==> src/rtl/snoop_responder_pkg.sv <==
// Shared cache definitions: bus ops, snoop results, L1 messages, MESI and responder FSM states.
// Address split is offset [5:0], index [20:6], tag [31:21].
package cache_Defs;

  localparam int DEF_WAYS      = 8;
  localparam int DEF_NB_OFFSET = 6;
  localparam int DEF_NB_INDEX  = 15;
  localparam int DEF_NB_TAG    = 11;

  typedef enum logic [1:0] {
    MESI_I = 2'd0,
    MESI_S = 2'd1,
    MESI_E = 2'd2,
    MESI_M = 2'd3
  } mesi_t;

  typedef enum logic [2:0] {
    ST_IDLE, ST_LOOKUP, ST_COMPARE, ST_RESULT, ST_GETL, ST_WB, ST_INVL, ST_UPDATE
  } snp_state_t;

  localparam logic [2:0] OP_READ       = 3'd1;
  localparam logic [2:0] OP_WRITE      = 3'd2;
  localparam logic [2:0] OP_INVALIDATE = 3'd3;
  localparam logic [2:0] OP_RWIM       = 3'd4;

  localparam logic [1:0] SNP_NOHIT = 2'd0;
  localparam logic [1:0] SNP_HIT   = 2'd1;
  localparam logic [1:0] SNP_HITM  = 2'd2;

  localparam logic [2:0] MSG_GETLINE        = 3'd2;
  localparam logic [2:0] MSG_INVALIDATELINE = 3'd3;

endpackage

==> src/rtl/snoop_responder_way_match.sv <==
// Combinational tag/state compare across all ways of one set.
// A way hits when its tag matches and it is not Invalid; the lowest hitting way wins.
module snoop_way_match
  import cache_Defs::*;
#(
  parameter int WAYS   = DEF_WAYS,
  parameter int NB_TAG = DEF_NB_TAG,
  parameter int WAY_W  = $clog2(WAYS)
) (
  input  logic [NB_TAG-1:0]      tag,
  input  logic [WAYS*NB_TAG-1:0] tags,
  input  logic [WAYS*2-1:0]      mesi,
  output logic                   hit,
  output logic [WAYS-1:0]        hit_vec,
  output logic [WAY_W-1:0]       way,
  output logic                   multi_hit
);

  always_comb begin
    hit_vec = '0;
    way     = '0;
    for (int w = 0; w < WAYS; w++) begin
      hit_vec[w] = (tags[w*NB_TAG +: NB_TAG] == tag) && (mesi[w*2 +: 2] != MESI_I);
    end
    for (int w = WAYS - 1; w >= 0; w--) begin
      if (hit_vec[w]) way = WAY_W'(w);
    end
    hit       = |hit_vec;
    multi_hit = (hit_vec & (hit_vec - 1'b1)) != '0;
  end

endmodule

==> src/rtl/snoop_responder.sv <==
// Snoop responder: accepts one bus op, looks it up in L2 tags, returns NOHIT/HIT/HITM,
// then sequences L1 message, write-back and MESI update. All outputs are registered.
module snoop_responder
  import cache_Defs::*;
#(
  parameter int WAYS      = DEF_WAYS,
  parameter int NB_OFFSET = DEF_NB_OFFSET,
  parameter int NB_INDEX  = DEF_NB_INDEX,
  parameter int NB_TAG    = DEF_NB_TAG,
  parameter int WAY_W     = $clog2(WAYS)
) (
  input  logic                   clk,
  input  logic                   rst_n,
  input  logic                   snoop_valid,
  output logic                   snoop_ready,
  input  logic [2:0]             snoop_op,
  input  logic [31:0]            snoop_addr,
  output logic                   lk_req,
  output logic [NB_INDEX-1:0]    lk_index,
  input  logic [WAYS*NB_TAG-1:0] lk_tags,
  input  logic [WAYS*2-1:0]      lk_mesi,
  output logic                   snp_result_valid,
  output logic [1:0]             snp_result,
  output logic                   st_we,
  output logic [NB_INDEX-1:0]    st_index,
  output logic [WAY_W-1:0]       st_way,
  output logic [1:0]             st_mesi,
  output logic                   l1_msg_valid,
  output logic [2:0]             l1_msg,
  output logic [31:0]            l1_msg_addr,
  input  logic                   l1_msg_ready,
  output logic                   wb_valid,
  output logic [31:0]            wb_addr,
  input  logic                   wb_ready,
  output logic                   protocol_err
);

  localparam int LINE_W = 32 - NB_OFFSET;

  snp_state_t state_q, state_d;
  logic [LINE_W-1:0] line_q, line_d;
  logic [2:0] op_q, op_d;
  logic [WAY_W-1:0] way_q, way_d;
  mesi_t tgt_q, tgt_d;
  logic getl_q, getl_d, invl_q, invl_d, upd_q, upd_d;

  logic snoop_ready_q, snoop_ready_d, lk_req_q, lk_req_d;
  logic [NB_INDEX-1:0] lk_index_q, lk_index_d, st_index_q, st_index_d;
  logic snp_result_valid_q, snp_result_valid_d, protocol_err_q, protocol_err_d;
  logic [1:0] snp_result_q, snp_result_d, st_mesi_q, st_mesi_d;
  logic st_we_q, st_we_d, l1_msg_valid_q, l1_msg_valid_d, wb_valid_q, wb_valid_d;
  logic [WAY_W-1:0] st_way_q, st_way_d;
  logic [2:0] l1_msg_q, l1_msg_d;
  logic [31:0] l1_msg_addr_q, l1_msg_addr_d, wb_addr_q, wb_addr_d;

  logic m_hit, m_multi;
  logic [WAYS-1:0] m_vec;
  logic [WAY_W-1:0] m_way;
  mesi_t hmesi;
  logic [1:0] res_c;
  logic err_c;
  logic unused_offset;

  assign unused_offset = ^snoop_addr[NB_OFFSET-1:0];

  snoop_way_match #(.WAYS(WAYS), .NB_TAG(NB_TAG), .WAY_W(WAY_W)) u_match (
    .tag       (line_q[NB_INDEX +: NB_TAG]),
    .tags      (lk_tags),
    .mesi      (lk_mesi),
    .hit       (m_hit),
    .hit_vec   (m_vec),
    .way       (m_way),
    .multi_hit (m_multi)
  );

  always_comb begin
    state_d = state_q;
    line_d  = line_q;
    op_d    = op_q;
    way_d   = way_q;
    tgt_d   = tgt_q;
    getl_d  = getl_q;
    invl_d  = invl_q;
    upd_d   = upd_q;
    res_c   = SNP_NOHIT;
    err_c   = 1'b0;
    hmesi   = MESI_I;
    for (int w = WAYS - 1; w >= 0; w--) begin
      if (m_vec[w]) hmesi = mesi_t'(lk_mesi[w*2 +: 2]);
    end

    case (state_q)
      ST_IDLE: if (snoop_valid) begin
        state_d = ST_LOOKUP;
        line_d  = snoop_addr[31:NB_OFFSET];
        op_d    = snoop_op;
      end
      ST_LOOKUP: state_d = ST_COMPARE;
      ST_COMPARE: begin
        // Result and follow-up plan are decided here so RESULT can drive them from flops.
        state_d = ST_RESULT;
        way_d   = m_way;
        err_c   = m_multi;
        getl_d  = 1'b0;
        invl_d  = 1'b0;
        upd_d   = 1'b0;
        tgt_d   = MESI_I;
        case (op_q)
          OP_READ: if (m_hit) begin
            res_c  = (hmesi == MESI_M) ? SNP_HITM : SNP_HIT;
            getl_d = (hmesi == MESI_M);
            upd_d  = (hmesi == MESI_M) || (hmesi == MESI_E);
            tgt_d  = MESI_S;
          end
          OP_RWIM: if (m_hit) begin
            res_c  = (hmesi == MESI_M) ? SNP_HITM : SNP_HIT;
            getl_d = (hmesi == MESI_M);
            invl_d = 1'b1;
            upd_d  = 1'b1;
          end
          OP_INVALIDATE: if (m_hit) begin
            res_c  = SNP_HIT;
            err_c  = m_multi || (hmesi != MESI_S);
            invl_d = 1'b1;
            upd_d  = 1'b1;
          end
          OP_WRITE: err_c = m_multi || (m_hit && (hmesi == MESI_M));
          default:  err_c = 1'b1;
        endcase
      end
      ST_RESULT: state_d = getl_q ? ST_GETL : invl_q ? ST_INVL : upd_q ? ST_UPDATE : ST_IDLE;
      ST_GETL:   if (l1_msg_ready) state_d = ST_WB;
      ST_WB:     if (wb_ready) state_d = invl_q ? ST_INVL : ST_UPDATE;
      ST_INVL:   if (l1_msg_ready) state_d = ST_UPDATE;
      default:   state_d = ST_IDLE;
    endcase

    snoop_ready_d      = (state_d == ST_IDLE);
    lk_req_d           = (state_d == ST_LOOKUP);
    lk_index_d         = lk_req_d ? snoop_addr[NB_OFFSET +: NB_INDEX] : '0;
    snp_result_valid_d = (state_d == ST_RESULT);
    snp_result_d       = res_c;
    protocol_err_d     = err_c;
    st_we_d            = (state_d == ST_UPDATE);
    st_index_d         = st_we_d ? line_q[NB_INDEX-1:0] : '0;
    st_way_d           = st_we_d ? way_q : '0;
    st_mesi_d          = st_we_d ? tgt_q : MESI_I;
    l1_msg_valid_d     = (state_d == ST_GETL) || (state_d == ST_INVL);
    l1_msg_d           = (state_d == ST_GETL) ? MSG_GETLINE :
                         (state_d == ST_INVL) ? MSG_INVALIDATELINE : 3'd0;
    l1_msg_addr_d      = l1_msg_valid_d ? {line_q, {NB_OFFSET{1'b0}}} : 32'd0;
    wb_valid_d         = (state_d == ST_WB);
    wb_addr_d          = wb_valid_d ? {line_q, {NB_OFFSET{1'b0}}} : 32'd0;
  end

  always_ff @(posedge clk) begin
    if (!rst_n) begin
      state_q            <= ST_IDLE;
      line_q             <= '0;
      op_q               <= '0;
      way_q              <= '0;
      tgt_q              <= MESI_I;
      getl_q             <= 1'b0;
      invl_q             <= 1'b0;
      upd_q              <= 1'b0;
      snoop_ready_q      <= 1'b1;
      lk_req_q           <= 1'b0;
      lk_index_q         <= '0;
      snp_result_valid_q <= 1'b0;
      snp_result_q       <= '0;
      protocol_err_q     <= 1'b0;
      st_we_q            <= 1'b0;
      st_index_q         <= '0;
      st_way_q           <= '0;
      st_mesi_q          <= '0;
      l1_msg_valid_q     <= 1'b0;
      l1_msg_q           <= '0;
      l1_msg_addr_q      <= '0;
      wb_valid_q         <= 1'b0;
      wb_addr_q          <= '0;
    end else begin
      state_q            <= state_d;
      line_q             <= line_d;
      op_q               <= op_d;
      way_q              <= way_d;
      tgt_q              <= tgt_d;
      getl_q             <= getl_d;
      invl_q             <= invl_d;
      upd_q              <= upd_d;
      snoop_ready_q      <= snoop_ready_d;
      lk_req_q           <= lk_req_d;
      lk_index_q         <= lk_index_d;
      snp_result_valid_q <= snp_result_valid_d;
      snp_result_q       <= snp_result_d;
      protocol_err_q     <= protocol_err_d;
      st_we_q            <= st_we_d;
      st_index_q         <= st_index_d;
      st_way_q           <= st_way_d;
      st_mesi_q          <= st_mesi_d;
      l1_msg_valid_q     <= l1_msg_valid_d;
      l1_msg_q           <= l1_msg_d;
      l1_msg_addr_q      <= l1_msg_addr_d;
      wb_valid_q         <= wb_valid_d;
      wb_addr_q          <= wb_addr_d;
    end
  end

  assign snoop_ready      = snoop_ready_q;
  assign lk_req           = lk_req_q;
  assign lk_index         = lk_index_q;
  assign snp_result_valid = snp_result_valid_q;
  assign snp_result       = snp_result_q;
  assign protocol_err     = protocol_err_q;
  assign st_we            = st_we_q;
  assign st_index         = st_index_q;
  assign st_way           = st_way_q;
  assign st_mesi          = st_mesi_q;
  assign l1_msg_valid     = l1_msg_valid_q;
  assign l1_msg           = l1_msg_q;
  assign l1_msg_addr      = l1_msg_addr_q;
  assign wb_valid         = wb_valid_q;
  assign wb_addr          = wb_addr_q;

endmodule

==> config.mk <==
export PLATFORM = sky130hd
export DESIGN_NAME = snoop_responder
export DESIGN_NICKNAME = d
export VERILOG_FILES = /design/src/rtl/snoop_responder_pkg.sv /design/src/rtl/snoop_responder_way_match.sv /design/src/rtl/snoop_responder.sv
export SDC_FILE = /design/constraint.sdc
export NUM_CORES = 1
export LEC_CHECK = 0
export CAP_MARGIN = 15
export CORE_MARGIN = 8
export CORE_UTILIZATION = 42
export DETAILED_ROUTE_END_ITERATION = 6
export GPL_TIMING_DRIVEN = 0
export PLACE_DENSITY = 0.87
export SYNTH_ARGS = -nofsm -noshare
export SYNTH_HDL_FRONTEND = slang
export SYNTH_SLANG_ARGS = --single-unit
==> constraint.sdc <==
create_clock -name clk -period 2.71 [get_ports clk]
set_input_delay 0.4065 -clock clk [delete_from_list [all_inputs] [get_ports clk]]
set_output_delay 0.4065 -clock clk [all_outputs]
set_load 0.005 [all_outputs]
After elaboration in Yosys (flattened, before gate mapping)
Cells that the tools add are included.
Word-level totals
  output and inout port bits: 111
  input bits: 144
  register bits after elaboration: 151
Cells by class
  $add $sub $neg: 1
  reduce and logical (&&, ||, !) cells: 34
  equality and inequality tests: 27
  mux-type cells: 40
  bitwise logic cells: 2
Operators by type and width (number)
  11-bit == test: 8
  3-bit 2-to-1 mux: 15
  3-bit == test (second input constant): 8
  2-bit 2-to-1 mux: 12
  3-bit one-hot mux with 7 select lines: 1
  2-bit nonzero test: 8
  3-bit by 2-bit == test with 1-bit output (second input constant): 5
  2-bit AND reduction: 6
  3-bit by 1-bit == test with 1-bit output (second input constant): 3
  1-bit logical AND: 9
  1-bit 2-to-1 mux: 9
  8-bit bitwise AND: 1
  8-bit nonzero test: 1
  8-bit OR reduction: 1
  8-bit by 1-bit subtractor with 8-bit output (second input constant): 1
  3-bit logical NOT: 2
  2-bit OR reduction: 3
  2-bit == test (second input constant): 2
  1-bit logical OR: 4
  2-bit one-hot mux with 2 select lines: 1
  1-bit one-hot mux with 3 select lines: 1
  2-bit by 1-bit inequality test with 1-bit output (second input constant): 1
  1-bit one-hot mux with 2 select lines: 1
  1-bit NOT: 1

Depth between registers and ports, before layout
Gate-level depths: netlist (run 1).
  depth in word-level cells: 14
  mapped depth: 11
  gate-level depth less buffers: 9

Modules after synthesis
From an unflattened synthesis (run 1), not the netlist that was laid out.
Second synthesis, totals
  cells, all modules: 607
  area total of the unflattened synthesis: 5779.3 µm²
Modules (own cells, without submodules)
  snoop_responder: cells each 451, area an instance 4500.6 µm², times used 1
  snoop_way_match: cells each 156, area an instance 1278.7 µm², times used 1

Worst setup path after synthesis (run 1)
Ideal clock, no wire load.
  path type: in2reg
  from: in lk_tags[47]
  to: reg protocol_err_q, in the netlist protocol_err
  data required time: 2.644 ns
  data arrival time: 2.371 ns
  path slack: 0.273 ns
  library setup time: 0.066 ns
  cell stages on the path: 9
  path through: xor2_1 > or4_4 > or3_4 > o21a_1 > a221oi_2 > o221ai_2 > nand2b_1 > and3_4 > a21oi_2
On the way
  cells in the longest elaborated chain, start to end: 11
  elaborated cells between the ends (all ways): 18
  those cells by class: add/sub: 1; eq/ne: 3; mux: 7; bitwise: 1; reduce/logical: 6
RTL lines
  start, declared: line snoop_responder.sv:20  | input logic [WAYS*NB_TAG-1:0] lk_tags,
  11-bit == test (*): line snoop_responder_way_match.sv:23  | hit_vec[w] = (tags[w*NB_TAG +: NB_TAG] == tag) && (mesi[w*2 +: 2] != MESI_I);
  1-bit logical AND (*): line snoop_responder_way_match.sv:23
  branches (longest 8 deep; another with 8-bit by 1-bit subtractor with 8-bit output)
  1-bit one-hot mux with 3 select lines (*): line snoop_responder.sv:108  | case (op_q)
  end signal, assigned: line snoop_responder.sv:195  | protocol_err_q <= protocol_err_d;
  end, declared: line snoop_responder.sv:49  | logic snp_result_valid_q, snp_result_valid_d, protocol_err_q, protocol_err_d;
Mark *: on every way between the ends.
A chain may end at the register's enable or synchronous reset.

Worst setup path in the final report (run 1)
  from: reg line_q[23]
  to: reg protocol_err_q, in the netlist protocol_err
On the way
  cells in the longest elaborated chain, start to end: 14
  elaborated cells between the ends (all ways): 35
  those cells by class: add/sub: 1; eq/ne: 10; mux: 10; bitwise: 1; reduce/logical: 13
RTL lines
  start, declared: line snoop_responder.sv:41  | logic [LINE_W-1:0] line_q, line_d;
  start signal, assigned: line snoop_responder.sv:183  | line_q <= line_d;
  11-bit == test: line snoop_responder_way_match.sv:23
  1-bit logical AND: line snoop_responder_way_match.sv:23
  2-bit 2-to-1 mux (8 in series): line snoop_responder.sv:89  | if (m_vec[w]) hmesi = mesi_t'(lk_mesi[w*2 +: 2]);
  2-bit by 1-bit inequality test with 1-bit output / 2-bit == test (equally long branches): line snoop_responder.sv:123, snoop_responder.sv:127
  1-bit logical OR / 1-bit logical AND (equally long branches): line snoop_responder.sv:123, snoop_responder.sv:127
  1-bit 2-to-1 mux / 1-bit logical OR (equally long branches): line snoop_responder.sv:121, snoop_responder.sv:127
  1-bit one-hot mux with 3 select lines (*): line snoop_responder.sv:108
Every way passes the cells marked *; elsewhere a longest branch is shown, timed or not.

==> out/metrics.cfg, run 1 <==
[run_status]
status=completed

[die]
die_x_um=133
core_area_sq_um=13700
io_pins=255
dieArea_sq_um=17800
initial_core_util=0.424
rows=43
die_h_um=133

[synthesis]
ys_ff_latch=136
synth-edff-count=0
ys_warn_count=0
async_reset_ff_frac=0
synthAdderAreaFrac=0.00173
synth_top_flop_cell=dfxtp_1
avgSynthCellArea_sq_um=9.02
synth_most_common_cell=dfxtp_1
synth_cells=643
synth-xor-area-share=0.134
muxShareOfSynthArea=0.00173
synth_top_family_by_area=simple AND/OR/NAND/NOR gates
netlist_top_cells_area=dfxtp_1 47%, xor2_1 13%, and2_1 9.5%
yosysSeqAreaShare=0.470
synth_area_sq_um=5800
synth_compound_area_frac=0.0820
synth_cell_types=53
synthSimpleGateAreaFrac=0.261
synth_commonest_cells=136 x dfxtp_1, 88 x and2_1, 88 x xor2_1
yosysTopAreaCellShare=0.470
yosys.area.top_type=dfxtp_1

[placement]
dp.cells=1070
dp_slack_ps=-551
port_buffers=234
gp_congestion=0.853
dpl_cell_area_sq_um=8410
dpl.hpwl_mm=15.4

[pwr]
power_leakage_nw=3.76
powerDensity_nw_per_um2=545
vdd_drop_max_mv=0.385

[clock_network]
cts.sinks=136
htreeDepth=4
cts_root_buf=clkbuf_16
cts_tree=built
clk_path_buf_depth=2
numCtsBuffers=17
clk_pin_slew_ps=60
insertion_delay_ps=420

[worst_setup_path]
worstSetupStartpointType=register
critPathCaptureType=register
required_ps=3060
crit_type=reg2reg
arrival_ps=3060
worstPathMaxFanout=10

[detailed_routing]
dr.pass1.iters=6
drt_wl_total_mm=20.6
vias=5479
first_iter_violations=202
drc_errors=0
antenna_left=0
wire_per_inst_um=18.6
routed_via_density=4.95

[final_layout]
drive_above_1_share=0.0994
area_growth_pct=58.7
nFillCells=1064
fin_area_sq_um=9200
fin_cells=1106
antenna_cells=0
layout.nets=1057

[sta]
post-route-period-util=0.999
finalHoldViolations=0
layout_min_cycle_time_ps=2710
maxSlewViolCount=0
worst_slew_pin_slew_ps=605
fmax_mhz=370
slew_headroom=0.597
setup_ws_ps=3.71
setup_viol=0
fin_skew_ps=13.1

[hold_path]
hp-class=reg2reg

[global_routing]
grt_max_degree=17
grt_use_total=0.221
overflow=0
first_global_vias=5536
antenna_found_initial=1
grt_pass1_wl_mm=30.2

[run]
drv_cap=0

-- critical path: stages, from the launching register on --
cell      delay [ps]
dfxtp_1          320
clkbuf_4         230
xor2_1           210
nor4_1           450
nand4_1          220
o21ai_1          260
a211oi_1          90
nor3_2           280
o211ai_2         190
a21bo_1          230
a21oi_2          150
-- logic make-up (layout without fill, tap and decap cells) --
group,Yosys count,count (layout)
flops,136,136
compound gates,75,75
fa+ha+maj,1,1
simple gates,283,283
xor+xnor,89,89
mux,1,1
other cells,1,14
buf+inv,57,327
-- metal layers --
layer | GRT usage | share of wire | up-vias
met5 | 0 | 0.00063 | -
met4 | 0.0867 | 0.027 | 2
met3 | 0.0862 | 0.093 | 41
met2 | 0.388 | 0.49 | 283
met1 | 0.232 | 0.39 | 2493
li1 | - | - | 2660
-- worst paths after layout --
kind	from	end	slack, ps	cells after the start
max	line_q[23]	protocol_err	4	10
min	way_q[2]	way_q[2]	450	2
max reg2reg	line_q[23]	protocol_err	4	10
min reg2reg	way_q[2]	way_q[2]	450	2
-- stage by stage --
step                power [mW]  setup TNS [ps]  utilization  hold slack, ps
finish                    5.02               0        0.673             454
global route              5.19            -313        0.673             474
CTS                       4.99               0        0.662             457
detailed placement        2.79           -2340        0.616             445
global placement          2.77           -2070        0.616             437
floorplan                 2.43               0            -             417
-- layout make-up --
type,count,area [sq um],share of cell area
Buffer,45,300,0.0326
Multi-Input combinational cell,463,2960,0.322
Inverter,12,45.0,0.00490
Clock inverter,14,131,0.0143
Tap cell,180,225,0.0245
Timing Repair Buffer,238,2370,0.258
Clock buffer,18,439,0.0477
Sequential cell,136,2730,0.296
-- cells in the final DEF (no fill, tap or decap), types with 9 or more instances in the layout --
master,Yosys,layout
clkdlybuf4s50_1,0,234
dfxtp_1,136,133
and2_1,88,88
xor2_1,88,88
nand2_1,80,80
a21oi_1,37,37
nor2_1,28,27
buf_4,15,22
nor4_1,30,20
clkbuf_1,19,18
clkbuf_16,0,17
conb_1,1,14
nor3_1,11,11
inv_1,11,11
nor2b_1,11,11
nor4_2,1,10
nand4_1,9,9
-- what timing repair did --
item,in CTS,in global routing
endpoints found under the hold margin,0,0
pin swaps,2,5
setup buffers,2,2
hold buffers,0,0
setup endpoints to repair,5,25
resized for setup,15,31
-- registers in the layout, indices dropped and copies added (netlist names), 2 cells and up --
register,flops
l1_msg,2
l1_msg_addr,26
line_q,26
lk_index,15
op_q,3
snp_result,2
st_index,15
st_way,3
state_q,3
way_q,3
wb_addr,26
-- power by group --
part | switching, mW | internal [mW]
combinational | 0.346 | 0.370
clock | 0.984 | 1.23
sequential | 0.0375 | 2.05
Power figures use the tool's default switching activity.
==> run 2: changes to the inputs <==
--- a/config.mk
+++ b/config.mk
@@ -5,6 +5,7 @@
 export SDC_FILE = /design/constraint.sdc
 export NUM_CORES = 1
 export LEC_CHECK = 0
+export ABC_CLOCK_PERIOD_IN_PS = 2710
 export CAP_MARGIN = 15
 export CORE_MARGIN = 8
 export CORE_UTILIZATION = 42
==> results of run 2 <==
The final DEF is identical to that of run 1; final timing and power are the same.
==> run 3: changes to the inputs <==
--- a/config.mk
+++ b/config.mk
@@ -9,9 +9,11 @@
 export CAP_MARGIN = 15
 export CORE_MARGIN = 8
 export CORE_UTILIZATION = 42
+export CTS_CLUSTER_SIZE = 40
 export DETAILED_ROUTE_END_ITERATION = 6
 export GPL_TIMING_DRIVEN = 0
 export PLACE_DENSITY = 0.87
+export SKIP_LAST_GASP = 1
 export SYNTH_ARGS = -nofsm -noshare
 export SYNTH_HDL_FRONTEND = slang
 export SYNTH_SLANG_ARGS = --single-unit
==> run 3 against run 2 <==
  * The flow now finishes with violations (negative setup slack)
  * Clock skew decreased by 2.0 ps
  * Total power decreased by 0.17%
  * Hold slack about the same
  * Critical path depth unchanged
  * First-iteration DRC count increased by 12%
  * Routed wire length decreased by 0.55%
  * Sequential share of layout area about the same
  * Combinational power about the same
  * Critical path type unchanged
  * Critical endpoint unchanged
==> out/metrics.cfg, run 3 (synthesis gave the netlist of run 1 again) <==
[clock_network]
htreeDepth=4
cts.sinks=136
clk_path_buf_depth=2
hold_buffers=0
numCtsBuffers=17
insertion_delay_ps=420
cts_tree=built
clk_pin_slew_ps=60
cts_root_buf=clkbuf_16

[global_routing]
grt_use_total=0.221
grt_max_degree=17
first_global_vias=5536
overflow=0
antenna_found_initial=1
top_usage_layer=met2
use_met2=0.388
grt_use_met3=0.0862
grt_pass1_wl_mm=30.2
grt_use_met1=0.232

[sta]
maxSlewViolCount=0
fmax_mhz=367
post-route-period-util=1.01
setup_ws_ps=-14.8
layout_min_cycle_time_ps=2720
setup_tns_ps=-14.8
timing.hold.ws_ps=454
setup_viol=1
fin_skew_ps=11.2
rsz0062_at_grt=yes
finalHoldViolations=0
worst_slew_pin_slew_ps=598
slew_headroom=0.601

[final_layout]
layout_common_cells=234 x clkdlybuf4s50_1, 133 x dfxtp_1, 88 x and2_1, 88 x xor2_1, 80 x nand2_1
antenna_cells=0
area_growth_pct=58.6
layout.nets=1057
final_common_cell=clkdlybuf4s50_1
drive_above_1_share=0.0983
fin_area_sq_um=9190

[worst_setup_path]
worstPathMaxFanout=10
crit_type=reg2reg
arrival_ps=3070
critPathCaptureType=register
required_ps=3060
worstSetupStartpointType=register

[pwr]
vdd_drop_max_mv=0.378
total_power_mw=5.01
powerDensity_nw_per_um2=545
power_leakage_nw=3.76

[placement]
dpl.hpwl_mm=15.4
port_buffers=234
dpl_cell_area_sq_um=8410
gp_congestion=0.853

[die]
dieArea_sq_um=17800
die_x_um=133
initial_core_util=0.424
rows=43
core_area_sq_um=13700
io_pins=255
die_h_um=133

[detailed_routing]
wire_per_inst_um=18.5
first_iter_violations=226
drc_errors=0
routed_via_density=4.94
drt_wl_total_mm=20.4
dr.pass1.iters=5
antenna_left=0
vias=5463

[run_status]
violations=negative setup slack
status=complete, but fails checks

[hold_path]
hp-class=reg2reg

[run]
drv_cap=0

-- run 3: cell counts in the layout (fill, tap and decap cells not counted) --
No cell type changed its count.
-- run 3: worst paths after layout --
| kind | start | end | slack, ps | cells past startpoint |
|---|---|---|---|---|
| max | line_q[23] | protocol_err | -10 | 10 |
| min | way_q[2] | way_q[2] | 450 | 2 |
| max reg2reg | line_q[23] | protocol_err | -10 | 10 |
| min reg2reg | way_q[2] | way_q[2] | 450 | 2 |
-- run 3: area by class of cell --
class,count,area [sq um]
fill,1066,4470
multi-input combinational,463,2950
sequential,136,2730
timing repair buffer,238,2370
clock buffer,18,439
buffer,45,300
tap,180,225
clock inverter,14,131
inverter,12,45.0
-- run 3: where the power goes --
part	switching, mW	total (mW)	internal, mW
combinational	0.344	0.713	0.369
clock	0.978	2.21	1.23
sequential	0.0376	2.08	2.05
-- run 3: metrics by stage --
stage,setup WS [ps],std cells,utilization
final,-14.8,1106,0.673
after floorplan,273,656,-
after detailed placement,-551,1070,0.616
after CTS,4.32,1104,0.662
after global routing,-115,1106,0.673
after global placement,-517,1070,0.616
-- run 3: per-layer routing --
metal | vias to the layer above | routed length (um)
met2 | 243 | 10100
li1 | 2664 | -
met1 | 2517 | 8090
met3 | 37 | 1740
met4 | 2 | 539
met5 | - | 13
-- run 3: repair_timing --
action	4_1_cts	5_1_grt
gates resized for setup	15	30
cloned	0	0
endpoints found under the setup margin	5	25
pin swaps	2	5
setup buffers	2	2
hold endpoints to repair	0	0
-- run 3: worst max-delay path, stage by stage, from the launching register on --
cell and delay (ps):
dfxtp_1 320, clkbuf_4 230, xor2_1 210, nor4_1 450
nand4_1 220, o21ai_1 260, a211oi_1 100, nor3_2 280
o211ai_2 190, a21bo_1 230, a21oi_2 150
